`src/rtl/alu_issue_fsm.sv`:
```
// Multi-cycle issue sequencer for the 32-bit combinational ALU.
// Optional perf counters: define ALU_ISSUE_PERF_EN.
module alu_issue_fsm #(
    parameter int DW = 32
) (
    input  logic          clk,
    input  logic          rst,
    input  logic          ReqValid,
    output logic          ReqReady,
    input  logic [2:0]    ReqOp,
    input  logic [DW-1:0] ReqA,
    input  logic [DW-1:0] ReqB,
    input  logic [DW-1:0] ReqPC,
    input  logic [DW-1:0] ReqImm,
    output logic [DW-1:0] AluIn0,
    output logic [DW-1:0] AluIn1,
    output logic [3:0]    AluCtrl,
    input  logic [DW-1:0] AluOut,
    input  logic          AluZero,
    output logic          RespValid,
    input  logic          RespReady,
    output logic [DW-1:0] RespData,
    output logic          RespIsBr,
    output logic          RespTaken,
    output logic [DW-1:0] RespTarget
`ifdef ALU_ISSUE_PERF_EN
    ,
    output logic [31:0]   PerfOps,
    output logic [31:0]   PerfTaken
`endif
);

    typedef enum logic [1:0] {
        IDLE = 2'd0,
        EXEC = 2'd1,
        BTGT = 2'd2,
        RESP = 2'd3
    } state_t;

    localparam logic [2:0] OP_AND = 3'd0;
    localparam logic [2:0] OP_OR  = 3'd1;
    localparam logic [2:0] OP_ADD = 3'd2;
    localparam logic [2:0] OP_SUB = 3'd3;
    localparam logic [2:0] OP_SLT = 3'd4;
    localparam logic [2:0] OP_NOR = 3'd5;
    localparam logic [2:0] OP_BEQ = 3'd6;
    localparam logic [2:0] OP_BNE = 3'd7;

    localparam logic [3:0] C_AND = 4'b0000;
    localparam logic [3:0] C_OR  = 4'b0001;
    localparam logic [3:0] C_ADD = 4'b0010;
    localparam logic [3:0] C_SUB = 4'b0110;
    localparam logic [3:0] C_SLT = 4'b0111;
    localparam logic [3:0] C_NOR = 4'b1100;

    state_t state_q;
    state_t state_d;

    logic [2:0]    op_q;
    logic [DW-1:0] a_q;
    logic [DW-1:0] b_q;
    logic [DW-1:0] pc_q;
    logic [DW-1:0] imm_q;

    logic is_br;
    logic st_exec;
    logic st_btgt;
    logic hs_req;
    logic hs_resp;

    // Branches compare with SUB, so both BEQ and BNE share that code.
    function automatic logic [3:0] alu_code(input logic [2:0] op);
        logic [3:0] c;
        c = C_AND;
        unique case (op)
            OP_AND: c = C_AND;
            OP_OR:  c = C_OR;
            OP_ADD: c = C_ADD;
            OP_SUB: c = C_SUB;
            OP_SLT: c = C_SLT;
            OP_NOR: c = C_NOR;
            OP_BEQ,
            OP_BNE: c = C_SUB;
            default: c = C_AND;
        endcase
        return c;
    endfunction

    assign is_br   = (op_q == OP_BEQ) || (op_q == OP_BNE);
    assign st_exec = (state_q == EXEC);
    assign st_btgt = (state_q == BTGT);
    assign hs_req  = (state_q == IDLE) && ReqValid;
    assign hs_resp = (state_q == RESP) && RespReady;

    // State register.
    always_ff @(posedge clk) begin
        if (rst) begin
            state_q <= IDLE;
        end else begin
            state_q <= state_d;
        end
    end

    // Next-state: one ALU pass for ops, two for branches.
    always_comb begin
        state_d = state_q;
        unique case (state_q)
            IDLE: if (ReqValid) state_d = EXEC;
            EXEC: state_d = is_br ? BTGT : RESP;
            BTGT: state_d = RESP;
            RESP: if (RespReady) state_d = IDLE;
            default: state_d = IDLE;
        endcase
    end

    // Outputs: ALU is driven only from latched request fields.
    always_comb begin
        ReqReady  = (state_q == IDLE);
        RespValid = (state_q == RESP);
        AluIn0    = '0;
        AluIn1    = '0;
        AluCtrl   = C_AND;
        unique case (1'b1)
            st_exec: begin
                AluIn0  = a_q;
                AluIn1  = b_q;
                AluCtrl = alu_code(op_q);
            end
            st_btgt: begin
                AluIn0  = pc_q;
                AluIn1  = imm_q;
                AluCtrl = C_ADD;
            end
            default: begin
                AluIn0  = '0;
                AluIn1  = '0;
                AluCtrl = C_AND;
            end
        endcase
    end

    // Request capture and response assembly from ALU results.
    always_ff @(posedge clk) begin
        if (rst) begin
            op_q       <= '0;
            a_q        <= '0;
            b_q        <= '0;
            pc_q       <= '0;
            imm_q      <= '0;
            RespData   <= '0;
            RespIsBr   <= 1'b0;
            RespTaken  <= 1'b0;
            RespTarget <= '0;
        end else begin
            if (hs_req) begin
                op_q  <= ReqOp;
                a_q   <= ReqA;
                b_q   <= ReqB;
                pc_q  <= ReqPC;
                imm_q <= ReqImm;
            end
            if (st_exec) begin
                if (is_br) begin
                    RespTaken <= (op_q == OP_BEQ) ? AluZero : ~AluZero;
                end else begin
                    RespData   <= AluOut;
                    RespIsBr   <= 1'b0;
                    RespTaken  <= 1'b0;
                    RespTarget <= '0;
                end
            end
            if (st_btgt) begin
                RespTarget <= AluOut;
                RespData   <= '0;
                RespIsBr   <= 1'b1;
            end
        end
    end

`ifdef ALU_ISSUE_PERF_EN
    // Count completed responses and taken branches at handshake.
    always_ff @(posedge clk) begin
        if (rst) begin
            PerfOps   <= '0;
            PerfTaken <= '0;
        end else if (hs_resp) begin
            PerfOps <= PerfOps + 32'd1;
            if (RespIsBr && RespTaken) begin
                PerfTaken <= PerfTaken + 32'd1;
            end
        end
    end
`endif

endmodule

```
`config.mk`:
```
export PLATFORM = sky130hd
export DESIGN_NAME = alu_issue_fsm
export DESIGN_NICKNAME = d
export VERILOG_FILES = /design/src/rtl/alu_issue_fsm.sv
export SDC_FILE = /design/constraint.sdc
export NUM_CORES = 1
export LEC_CHECK = 0
export ABC_AREA = 1
export CORE_UTILIZATION = 40
export CTS_BUF_LIST = sky130_fd_sc_hd__clkbuf_16
export DETAILED_ROUTE_END_ITERATION = 7
export PLACE_DENSITY = 0.84
export SYNTH_ARGS = -nofsm -noshare
export SYNTH_HDL_FRONTEND = slang
export SYNTH_SLANG_ARGS = --single-unit
```
`constraint.sdc`:
```
create_clock -name clk -period 2 [get_ports clk]
set_clock_uncertainty 0.2 [all_clocks]
set_input_delay 0.5 -clock clk [delete_from_list [all_inputs] [get_ports clk]]
set_output_delay 0.5 -clock clk [all_outputs]
set_load 0.01 [all_outputs]
```
* After elaboration in Yosys (flattened, before gate mapping) *
Memories as Yosys holds them, arrays and structs flattened. A register that Yosys moved wholly into a read port is not among the register bits.
Cells that the tools add are included.

word-level totals
  memories = 1
  RAM bits = 0
  latch bits = 0
  ROM bits = 32
  flip-flop bits (word level) = 199
  output and inout bits = 136
  logic and storage cells = 46

cells by class
  muxes and demuxes = 17
  eq/ne operators = 8
  reduce and logical (&&, ||, !) cells = 8
  magnitude comparators = 0
  $add $sub $neg = 0
  bitwise gates (word level) = 2
  div/mod/pow operators = 0
  $mul = 0
  shifts and indexed selects = 0

memory list
  memory           words  width  rd ports  clocked after memory_dff  write ports  line  source
  (no name shown)  8      4      1         1                         0            75    unique case (op)

operators with widths
  operator                                                count
  case mux 32 bit (2 select lines)                        2
  two-way mux 32 bit                                      3
  case mux 2 bit (4 select lines)                         1
  case mux 4 bit (2 select lines)                         1
  == test 3 bit (second input constant)                   2
  two-way mux 1 bit                                       6
  two-way mux 3 bit                                       2
  AND reduction 2 bit                                     3
  == test 2 bit (second input constant)                   2
  two-way mux 2 bit                                       2
  inequality test 2 x 1 -> 1 bit (second input constant)  2
  == test 2 x 1 -> 1 bit (second input constant)          1
  logical NOT 2 bit                                       1
  inequality test 2 bit (second input constant)           1
  NOT 1 bit                                               2
  nonzero test 2 bit                                      1
  OR reduction 2 bit                                      1
  logical AND 1 bit                                       1
  logical OR 1 bit                                        1

* Longest topological paths before layout *
Gate-level depths: netlist of run 1.

  word-level depth = 5
  gate-level depth with buffers = 9

* Worst setup path after synthesis of run 1 *
Ideal clock, no wire load.

  path type = flip-flop to output port
  start point = register state_q[0]
  end point = output AluIn0[14]
  arrival = 1.475 ns
  stages on the path, launching flop included = 9
  slack = -0.175 ns
  required time = 1.300 ns
  cell sequence = dfxtp_1 > inv_1 > ha_1 > buf_2 > nand2_2 > inv_2 > buf_6 > buf_6 > a32o_1

between the ends
  word-level cells in the longest chain between the ends = 2
  elaborated cells between the ends (all ways) = 3
  classes of those cells = 2 x eq/ne; 1 x mux

RTL lines
  what                                                            line    source
  start: declaration                                              56      state_t state_q;
  start signal: assignment                                        100     state_q <= state_d;
  == test 2 bit / == test 2 x 1 -> 1 bit (equally long branches)  91, 90
  case mux 32 bit (2 select lines) (*)                            123     unique case (1'b1)
  end: declaration                                                15      output logic [DW-1:0] AluIn0,

Every way passes the cells marked *; elsewhere a longest branch is shown, timed or not.

* Worst setup path in the final report of run 1 *
  start point = register state_q[1]
  end point = output AluIn0[17]

The elaborated chain is that of the path after synthesis.

==> flow_metrics.py, run 1 <==
metrics = {
    "worst_hold_path": {
        "hp-class": "flip-flop to flip-flop",
        "hp-start": "RespTarget[11]",
        "holdPathStages": 2,
        "min_to": "RespTarget[11]",
    },
    "routing": {
        "wl_mm": 28.32,
        "drc": 0,
        "vias": 8413,
        "wl_per_cell_microns": 17.58,
        "dr.pass1.iters": 5,
        "initialDrtViolationCount": 562,
        "detail-route-antenna-nets": 0,
        "viasPerCell": 5.222,
    },
    "timing": {
        "rsz0062_at_grt": "true",
        "finalSetupTns_ps": -42440,
        "tightest_slew_ps": 393.6,
        "fmax_mhz": 375.6,
        "post-route-period-util_pct": 133.1,
        "finalSetupViolations": 69,
        "final.setup.worst_slack_ps": -662.2,
        "min_period_ps": 2662,
        "hold_violations": 0,
        "slew_violations": 0,
        "relSlewSlack_pct": 73.76,
    },
    "floorplanning": {
        "die_y_microns": 143.7,
        "ios": 304,
        "start_util_pct": 40.98,
        "die-area_sq_um": 20640,
        "die_w_microns": 143.7,
        "rows": 51,
        "core_sq_um": 19590,
    },
    "clocking": {
        "clockBufferDepth": 3,
        "cts_tree": "built",
        "cts-root-buf": "clkbuf_16",
        "cts_hold_buf": 0,
        "cts_buffers": 22,
        "clock-sinks": 203,
        "clk_pin_slew_ps": 60,
        "h-tree-depth": 1,
        "clk_latency_ps": 510,
    },
    "cells_and_area": {
        "diodes": 0,
        "areaGrowthSynthToFinish_pct": 57.03,
        "final_cell_mix": "316 x nor2_1, 201 x dfxtp_1, 167 x clkdlybuf4s50_1",
        "drive_gt1_share_pct": 16.64,
        "register_area_sq_um": 4069,
        "mostFrequentLayoutCell": "nor2_1",
        "fill_cells": 1656,
        "multi_input_area_sq_um": 3436,
        "final_nets": 1503,
    },
    "pwr": {
        "power_per_cell_area_nw_per_um2": 1388,
        "power.total_mw": 17.49,
        "leakage_nw": 5.486,
        "peakVddDrop_uv": 645.0,
    },
    "place": {
        "dp_hpwl_mm": 18.39,
        "numPortBuffers": 303,
        "globalplace.congestion": 0.8733,
    },
    "worst_setup_path": {
        "worst_setup_path_start_kind": "flip-flop",
        "worstPathCellList": "inv_6 > ha_4 > nand2_4 > inv_8 > buf_12 > clkbuf_16 > a32o_1 > buf_2",
        "crit_required_ps": 1300,
        "crit_slowest_cell": "dfxtp_4",
        "cp-startpoint": "state_q[1]",
        "crit_path_end_kind": "output pin",
        "worstPathMaxFanout": 5,
        "cp.arrival_ps": 1960,
        "rr_startpoint": "state_q[1]",
        "r2r.worst_path.cells": 9,
        "r2r_slack_ps": 40,
        "crit_buf_inv": 5,
        "cpPeakStageDelay_ps": 370,
        "crit_family": "buffers and inverters",
        "reg2reg_to": "RespTarget[22]",
        "worstSetupPathType": "flip-flop to output pin",
    },
    "logic_synthesis": {
        "yosysUniqueCellTypes": 24,
        "synth_seq_cells": 203,
        "netlist.area_leader.share_pct": 50.62,
        "syn_nets": 1176,
        "syn-cell-area_sq_um": 8028,
        "syn_inst": 1003,
        "netlist_top_cells_area": "dfxtp_1 51%, nor2_1 15%, o21ai_0 10%",
        "synth_top_cell_by_area": "dfxtp_1",
        "avgSynthCellArea_sq_um": 8.004,
        "ys_seq_area_share_pct": 50.62,
        "yosys_warnings": 0,
    },
    "global_route": {
        "gr-total-overflow": 0,
        "grt_pass1_vias": 7918,
        "track_usage_pct": 26.09,
        "grt_max_degree": 59,
        "grt_pass1_wl_mm": 41.93,
        "antenna_found_initial": 0,
    },
    "run_status": {
        "violations": "negative setup slack",
        "outcome": "finished with violations",
    },
    "job": {
        "maxCapViolations": 0,
    },
}
==> per-stage QoR <==
stage | hold slack [ps] | cells | setup WS [ps] | area [sq um] | util [%]
after floorplan | 254.2 | 1003 | -45.48 | 8079 | -
after global placement | 247.1 | 1541 | -410.3 | 11560 | 59.02
after detailed placement | 250.7 | 1541 | -430.1 | 11560 | 59.02
after CTS | 257.4 | 1605 | -667.2 | 12510 | 63.88
after global routing | 276.2 | 1611 | -711.0 | 12610 | 64.35
final | 256.2 | 1611 | -662.2 | 12610 | 64.35
==> cell usage after synthesis <==
library cell / n
clkbuf_1: 22
nand3_2: 1
o21ai_1: 1
nand3_1: 10
nor3_1: 1
inv_4: 1
buf_4: 7
inv_2: 2
or2_2: 1
buf_2: 20
dfxtp_1: 203
a32o_1: 64
a21oi_1: 40
nand2_1: 86
buf_6: 21
ha_1: 5
nor2_1: 319
nand2_2: 4
o21ai_0: 160
buf_1: 3
inv_1: 19
clkbuf_2: 11
nor2_2: 1
o21ai_2: 1
==> sequential cells by signal (all words and copies together) (netlist names), named ones only <==
register	cells
imm_q	32
op_q	3
b_q	32
state_q	2
a_q	32
RespIsBr	1
RespTaken	1
pc_q	32
RespTarget	32
RespData	32
==> area by class of cell <==
type	count	area share (%)
Sequential cell	203	32.28
Multi-Input combinational cell	694	27.26
Clock inverter	18	1.638
Inverter	22	0.7940
Clock buffer	22	4.367
Timing Repair Buffer	387	31.04
Tap cell	265	2.630
==> layer usage <==
layer	part of all wire (%)	track usage, %	vias up
li1	-	-	3999
met1	38	30.17	3887
met2	49	46.04	449
met3	9.6	6.398	78
met4	3.6	10.30	0
met5	0	0	-
==> kinds of logic (layout without fill, tap and decap cells) <==
logic type,Yosys count,in the layout,share of synthesized area [%]
simple gates,423,423,20.22
compound gates,266,266,20.62
flops,203,203,50.62
buf+inv,106,449,7.762
fa+ha+maj,5,5,0.7793
==> timing repair <==
action,4_1_cts,5_1_grt
pin swaps,9,15
endpoints found under the setup margin,136,69
gates cloned,10,3
setup buffers,16,5
resized for setup,396,14
==> report_power, final <==
group          leakage, nW  total [mW]  internal [mW]  switching, mW
logic                 3.44        7.29           3.48           3.81
clock network        0.379        4.24           2.54           1.70
registers             1.67        5.97           5.25          0.718
total                 5.49        17.5           11.3           6.23
==> worst max path at each step <==
stage,cells after the start,slack [ps],end
floorplan,8,-50,AluIn0[14]
global placement,5,-410,AluIn0[30]
detailed placement,5,-430,AluIn0[30]
CTS,8,-670,AluIn0[20]
global route,8,-710,AluIn0[3]
finish,8,-660,AluIn0[17]
==> tightest hold or removal path, cell delays in order (launching register included) <==
cell	delay (ps)
dfxtp_1	300
nand2_1	60
a21oi_1	50
Power figures use the tool's default switching activity.
==> run 2, diff against run 1 <==
--- a/config.mk
+++ b/config.mk
@@ -6,6 +6,7 @@
 export NUM_CORES = 1
 export LEC_CHECK = 0
 export ABC_AREA = 1
+export CORE_MARGIN = 2
 export CORE_UTILIZATION = 40
 export CTS_BUF_LIST = sky130_fd_sc_hd__clkbuf_16
 export DETAILED_ROUTE_END_ITERATION = 7
==> flow_metrics.py, run 2 (same netlist as run 1, synthesis figures left out) <==
metrics = {
    "global_route": {
        "gr-total-overflow": 0,
        "antenna_found_initial": 1,
        "track_usage_pct": 23.96,
        "grt_pass1_vias": 7886,
        "grt_max_degree": 66,
        "grt_pass1_wl_mm": 41.82,
    },
    "clocking": {
        "clock-sinks": 203,
        "clk_pin_slew_ps": 60,
        "cts_tree": "built",
        "cts-root-buf": "clkbuf_16",
        "clockBufferDepth": 3,
        "cts_hold_buf": 0,
        "clk_latency_ps": 500,
        "cts_buffers": 21,
        "h-tree-depth": 1,
    },
    "worst_hold_path": {
        "hp-class": "flip-flop to flip-flop",
        "holdPathStages": 2,
        "min_to": "RespTarget[13]",
        "hp-start": "RespTarget[13]",
    },
    "timing": {
        "min_period_ps": 2641,
        "tightest_slew_ps": 384.8,
        "hold_violations": 0,
        "relSlewSlack_pct": 74.35,
        "finalSetupViolations": 69,
        "fmax_mhz": 378.7,
        "slew_violations": 0,
        "final.setup.worst_slack_ps": -640.8,
        "post-route-period-util_pct": 132.0,
        "rsz0062_at_grt": "true",
    },
    "routing": {
        "drc": 0,
        "wl_mm": 27.51,
        "viasPerCell": 5.262,
        "dr.pass1.iters": 6,
        "vias": 8424,
        "initialDrtViolationCount": 510,
        "detail-route-antenna-nets": 0,
        "wl_per_cell_microns": 17.18,
    },
    "run_status": {
        "violations": "negative setup slack",
        "outcome": "finished with violations",
    },
    "floorplanning": {
        "ios": 304,
        "die-area_sq_um": 21220,
        "die_y_microns": 145.7,
        "die_w_microns": 145.7,
        "core_sq_um": 19590,
        "rows": 51,
        "start_util_pct": 40.98,
    },
    "place": {
        "globalplace.congestion": 0.8318,
        "dp_hpwl_mm": 18.00,
        "numPortBuffers": 303,
        "placed_cell_area_sq_um": 11550,
    },
    "cells_and_area": {
        "fin_area_sq_um": 12480,
        "areaGrowthSynthToFinish_pct": 55.49,
        "final_nets": 1493,
        "final_cell_mix": "316 x nor2_1, 201 x dfxtp_1, 167 x clkdlybuf4s50_1",
        "mostFrequentLayoutCell": "nor2_1",
        "drive_gt1_share_pct": 16.63,
    },
    "pwr": {
        "power_switching_mw": 6.113,
        "clockPowerShare_pct": 22.9,
        "power_per_cell_area_nw_per_um2": 1353,
        "p_seq_share_pct": 35.2,
        "leakage_nw": 5.396,
        "sw_frac_of_total_pct": 36.21,
        "internal-power_mw": 10.77,
        "peakVddDrop_uv": 776.8,
        "combPwrFrac_pct": 41.8,
        "power.total_mw": 16.89,
    },
    "worst_setup_path": {
        "worst_setup_path_start_kind": "flip-flop",
        "crit_path_end_kind": "output pin",
        "r2r.worst_path.cells": 9,
        "worstSetupPathType": "flip-flop to output pin",
        "cp.arrival_ps": 1940,
        "reg2reg_to": "RespData[15]",
        "crit_required_ps": 1300,
        "rr_startpoint": "state_q[1]",
        "r2r_slack_ps": 30,
        "worstPathMaxFanout": 7,
    },
    "job": {
        "maxCapViolations": 0,
    },
}
[run 2: cell types whose count changed in the layout (fill, tap and decap cells not counted), sizes merged]
cell,previous run,this run
buf,151,142
bufinv,4,2
clkbuf,25,24
clkinv,8,11
clkinvlp,2,0
diode,0,1
[run 2: worst max path at each step]
stage,start,end,slack (ps),cells past startpoint
floorplan,state_q[1],AluIn0[14],-50,8
global placement,state_q[1],AluIn1[17],-430,7
detailed placement,state_q[1],AluIn1[28],-490,7
CTS,state_q[0],AluIn0[6],-650,8
global route,state_q[0],AluIn1[6],-700,8
finish,state_q[1],AluIn1[17],-640,8
[run 2: area by class of cell]
cell class,instances,area (sq um)
Timing Repair Buffer,378,3810
Clock inverter,17,148.9
Inverter,22,102.6
Multi-Input combinational cell,694,3490
Fill cell,1597,7108
Antenna cell,1,2.502
Tap cell,265,331.6
Sequential cell,203,4071
Clock buffer,21,525.5
[run 2: power groups by stage]
stage	clock, mW	combinational (mW)	sequential [mW]
final	3.87	7.06	5.95
after global routing	4.08	7.62	6.07
after CTS	3.91	6.66	5.92
after detailed placement	0	6.34	5.99
after global placement	0	6.16	5.99
after floorplan	0	3.40	5.98
[run 2: stage by stage]
step / setup WS (ps) / hold WS (ps) / instances / util, % / setup TNS (ps)
2_1_floorplan: -45.48 / 254.2 / 1003 / - / -1186
3_3_place_gp: -434.7 / 247.5 / 1536 / 58.96 / -28250
3_5_place_dp: -489.8 / 252.7 / 1536 / 58.96 / -31550
4_1_cts: -653.4 / 262.6 / 1591 / 62.65 / -38850
5_1_grt: -704.5 / 284.5 / 1601 / 63.72 / -43270
6_report: -640.8 / 259.5 / 1601 / 63.72 / -38310
[run 2: repair_timing]
| action | CTS | global route |
|---|---|---|
| pin swaps | 8 | 11 |
| resized for setup | 398 | 37 |
| cloned | 6 | 4 |
| endpoints found under the setup margin | 136 | 92 |
| setup buffers | 12 | 6 |
[run 2: layer usage]
metal | up-vias | share of wire (%) | global-route usage, %
met5 | - | 0 | 0
met2 | 436 | 47 | 40.35
met3 | 74 | 9.1 | 5.831
met1 | 3923 | 40 | 29.64
met4 | 0 | 3.9 | 9.216
li1 | 3991 | - | -
[run 2: critical path, stage by stage, from the launching register on]
cell and delay, ps:
dfxtp_4 360, inv_4 50, ha_4 260, nand2_4 90
inv_8 60, buf_12 130, buf_16 140, a32o_1 200
buf_2 140
==> run 3, diff against run 2 <==
--- a/config.mk
+++ b/config.mk
@@ -7,10 +7,11 @@
 export LEC_CHECK = 0
 export ABC_AREA = 1
 export CORE_MARGIN = 2
-export CORE_UTILIZATION = 40
+export CORE_UTILIZATION = 48
 export CTS_BUF_LIST = sky130_fd_sc_hd__clkbuf_16
 export DETAILED_ROUTE_END_ITERATION = 7
-export PLACE_DENSITY = 0.84
+export PLACE_DENSITY = 0.95
 export SYNTH_ARGS = -nofsm -noshare
 export SYNTH_HDL_FRONTEND = slang
 export SYNTH_SLANG_ARGS = --single-unit
+export TNS_END_PERCENT = 10
==> constraint.sdc (replaced) <==
create_clock -name clk -period 3.06 [get_ports clk]
set_clock_uncertainty 0.2 [all_clocks]
set_input_delay 0.765 -clock clk [delete_from_list [all_inputs] [get_ports clk]]
set_output_delay 0.765 -clock clk [all_outputs]
set_load 0.01 [all_outputs]
==> flow_metrics.py, run 3 (same netlist as run 1, synthesis figures left out) <==
metrics = {
    "clocking": {
        "clk_latency_ps": 490,
        "cts-root-buf": "clkbuf_16",
        "clock-sinks": 203,
        "h-tree-depth": 1,
        "cts_buffers": 21,
        "clk_pin_slew_ps": 60,
        "clockBufferDepth": 3,
        "cts_tree": "built",
    },
    "timing": {
        "post-route-period-util_pct": 98.14,
        "fmax_mhz": 333.0,
        "rsz0062_at_grt": "true",
        "final.setup.worst_slack_ps": 56.77,
        "hold_violations": 0,
        "tightest_slew_ps": 911.9,
        "finalSetupTns_ps": 0,
        "relSlewSlack_pct": 39.20,
        "min_period_ps": 3003,
        "finalSetupViolations": 0,
        "hold_slack_ps": 260.9,
        "slew_violations": 0,
    },
    "pwr": {
        "clockPowerShare_pct": 24.8,
        "peakVddDrop_uv": 518.5,
        "leakage_nw": 4.687,
        "combPwrFrac_pct": 36.5,
        "power.total_mw": 10.12,
        "sw_frac_of_total_pct": 35.64,
        "p_seq_share_pct": 38.7,
        "power_per_cell_area_nw_per_um2": 862.0,
        "internal-power_mw": 6.514,
        "power_switching_mw": 3.607,
    },
    "global_route": {
        "grt.busiest_layer": "met2",
        "use_met3_pct": 6.393,
        "antenna_found_initial": 2,
        "gr-total-overflow": 0,
        "grt_pass1_vias": 7854,
        "grt_max_degree": 81,
        "grt_pass1_wl_mm": 39.75,
        "met2_usage_pct": 47.65,
        "track_usage_pct": 27.52,
        "use_met1_pct": 30.86,
    },
    "cells_and_area": {
        "fill_cells": 1242,
        "final_cell_mix": "319 x nor2_1, 235 x clkdlybuf4s50_1, 201 x dfxtp_1",
        "finalNonFillerCells": 1505,
        "final_nets": 1443,
        "drive_gt1_share_pct": 6.469,
        "areaGrowthSynthToFinish_pct": 46.24,
        "mostFrequentLayoutCell": "nor2_1",
    },
    "worst_setup_path": {
        "worstPathCellList": "inv_2 > ha_4 > nand2_4 > inv_6 > buf_12 > buf_16 > a32o_1 > clkdlybuf4s15_1",
        "crit_slowest_cell": "dfxtp_4",
        "worst_setup_path_start_kind": "flip-flop",
        "worstSetupPathType": "flip-flop to output pin",
        "cp.arrival_ps": 2040,
        "crit_path_end_kind": "output pin",
        "worstPathMaxFanout": 18,
        "crit_required_ps": 2090,
        "cpPeakStageDelay_ps": 350,
    },
    "routing": {
        "vias": 8184,
        "wl_per_cell_microns": 17.02,
        "viasPerCell": 5.438,
        "detail-route-antenna-nets": 0,
        "wl_mm": 25.62,
        "initialDrtViolationCount": 622,
        "dr.pass1.iters": 5,
        "drc": 0,
    },
    "run_status": {
        "outcome": "finished, final reports clean",
    },
    "floorplanning": {
        "die-area_sq_um": 17770,
        "start_util_pct": 48.75,
        "core_sq_um": 16470,
        "die_w_microns": 133.3,
        "ios": 304,
        "rows": 47,
        "die_y_microns": 133.3,
    },
    "place": {
        "globalplace.congestion": 0.9201,
        "dp_hpwl_mm": 17.29,
        "post-place-ws_ps": 85.89,
        "dp_cells": 1462,
        "numPortBuffers": 303,
    },
    "job": {
        "maxCapViolations": 0,
    },
    "worst_hold_path": {
        "hp-class": "flip-flop to flip-flop",
    },
}
[run 3: routing by layer]
metal  routed length, microns  up-vias  part of all wire, %
met5                        0        -                    0
met4                     1466        0                  5.7
met3                     2464      113                  9.6
met2                    12390      478                   48
met1                     9291     3712                   36
li1                         -     3881                    -
[run 3: final cells by class]
| type | count | area, sq um | area share, % |
|---|---|---|---|
| Multi-Input combinational cell | 694 | 3368 | 28.69 |
| Tap cell | 220 | 275.3 | 2.345 |
| Sequential cell | 203 | 4071 | 34.68 |
| Inverter | 22 | 91.34 | 0.7780 |
| Timing Repair Buffer | 328 | 3259 | 27.76 |
| Clock buffer | 21 | 525.5 | 4.476 |
| Clock inverter | 15 | 143.9 | 1.226 |
| Antenna cell | 2 | 5.005 | 0.04263 |
[run 3: power by group through the flow]
stage	combinational (mW)	clock [mW]	sequential (mW)
floorplan	2.17	0	3.90
global placement	3.45	0	3.94
detailed placement	3.61	0	3.94
CTS	3.68	2.55	3.91
global route	4.03	2.65	3.99
finish	3.69	2.51	3.92
[run 3: critical path, delay by kind of cell, from the launching register on]
kind | cells | cell delay [ps]
AOI/OAI and AO/OA | 1 | 210
adders and majority gates | 1 | 260
buffers and inverters | 5 | 610
DFF | 1 | 350
and+or+nand+nor | 1 | 100
[run 3: per-stage QoR]
| step | util [%] | area [sq um] |
|---|---|---|
| 2_1_floorplan | - | 8028 |
| 3_3_place_gp | 67.09 | 11050 |
| 3_5_place_dp | 67.09 | 11050 |
| 4_1_cts | 71.50 | 11770 |
| 5_1_grt | 71.30 | 11740 |
| 6_report | 71.30 | 11740 |
[run 3: worst paths after layout]
kind	startpoint	endpoint	slack (ps)	cells past startpoint
max	state_q[0]	AluIn1[22]	60	8
min reg2reg	RespTarget[10]	RespTarget[10]	260	2
min	RespTarget[10]	RespTarget[10]	260	2
max reg2reg	state_q[0]	RespData[8]	780	8
[run 3: what timing repair did]
action	4_1_cts	5_1_grt
endpoints found under the setup margin	68	33
gates cloned	2	0
pin swaps	1	2
resized for setup	108	16
buffers inserted	1	2
hold buffers	0	0
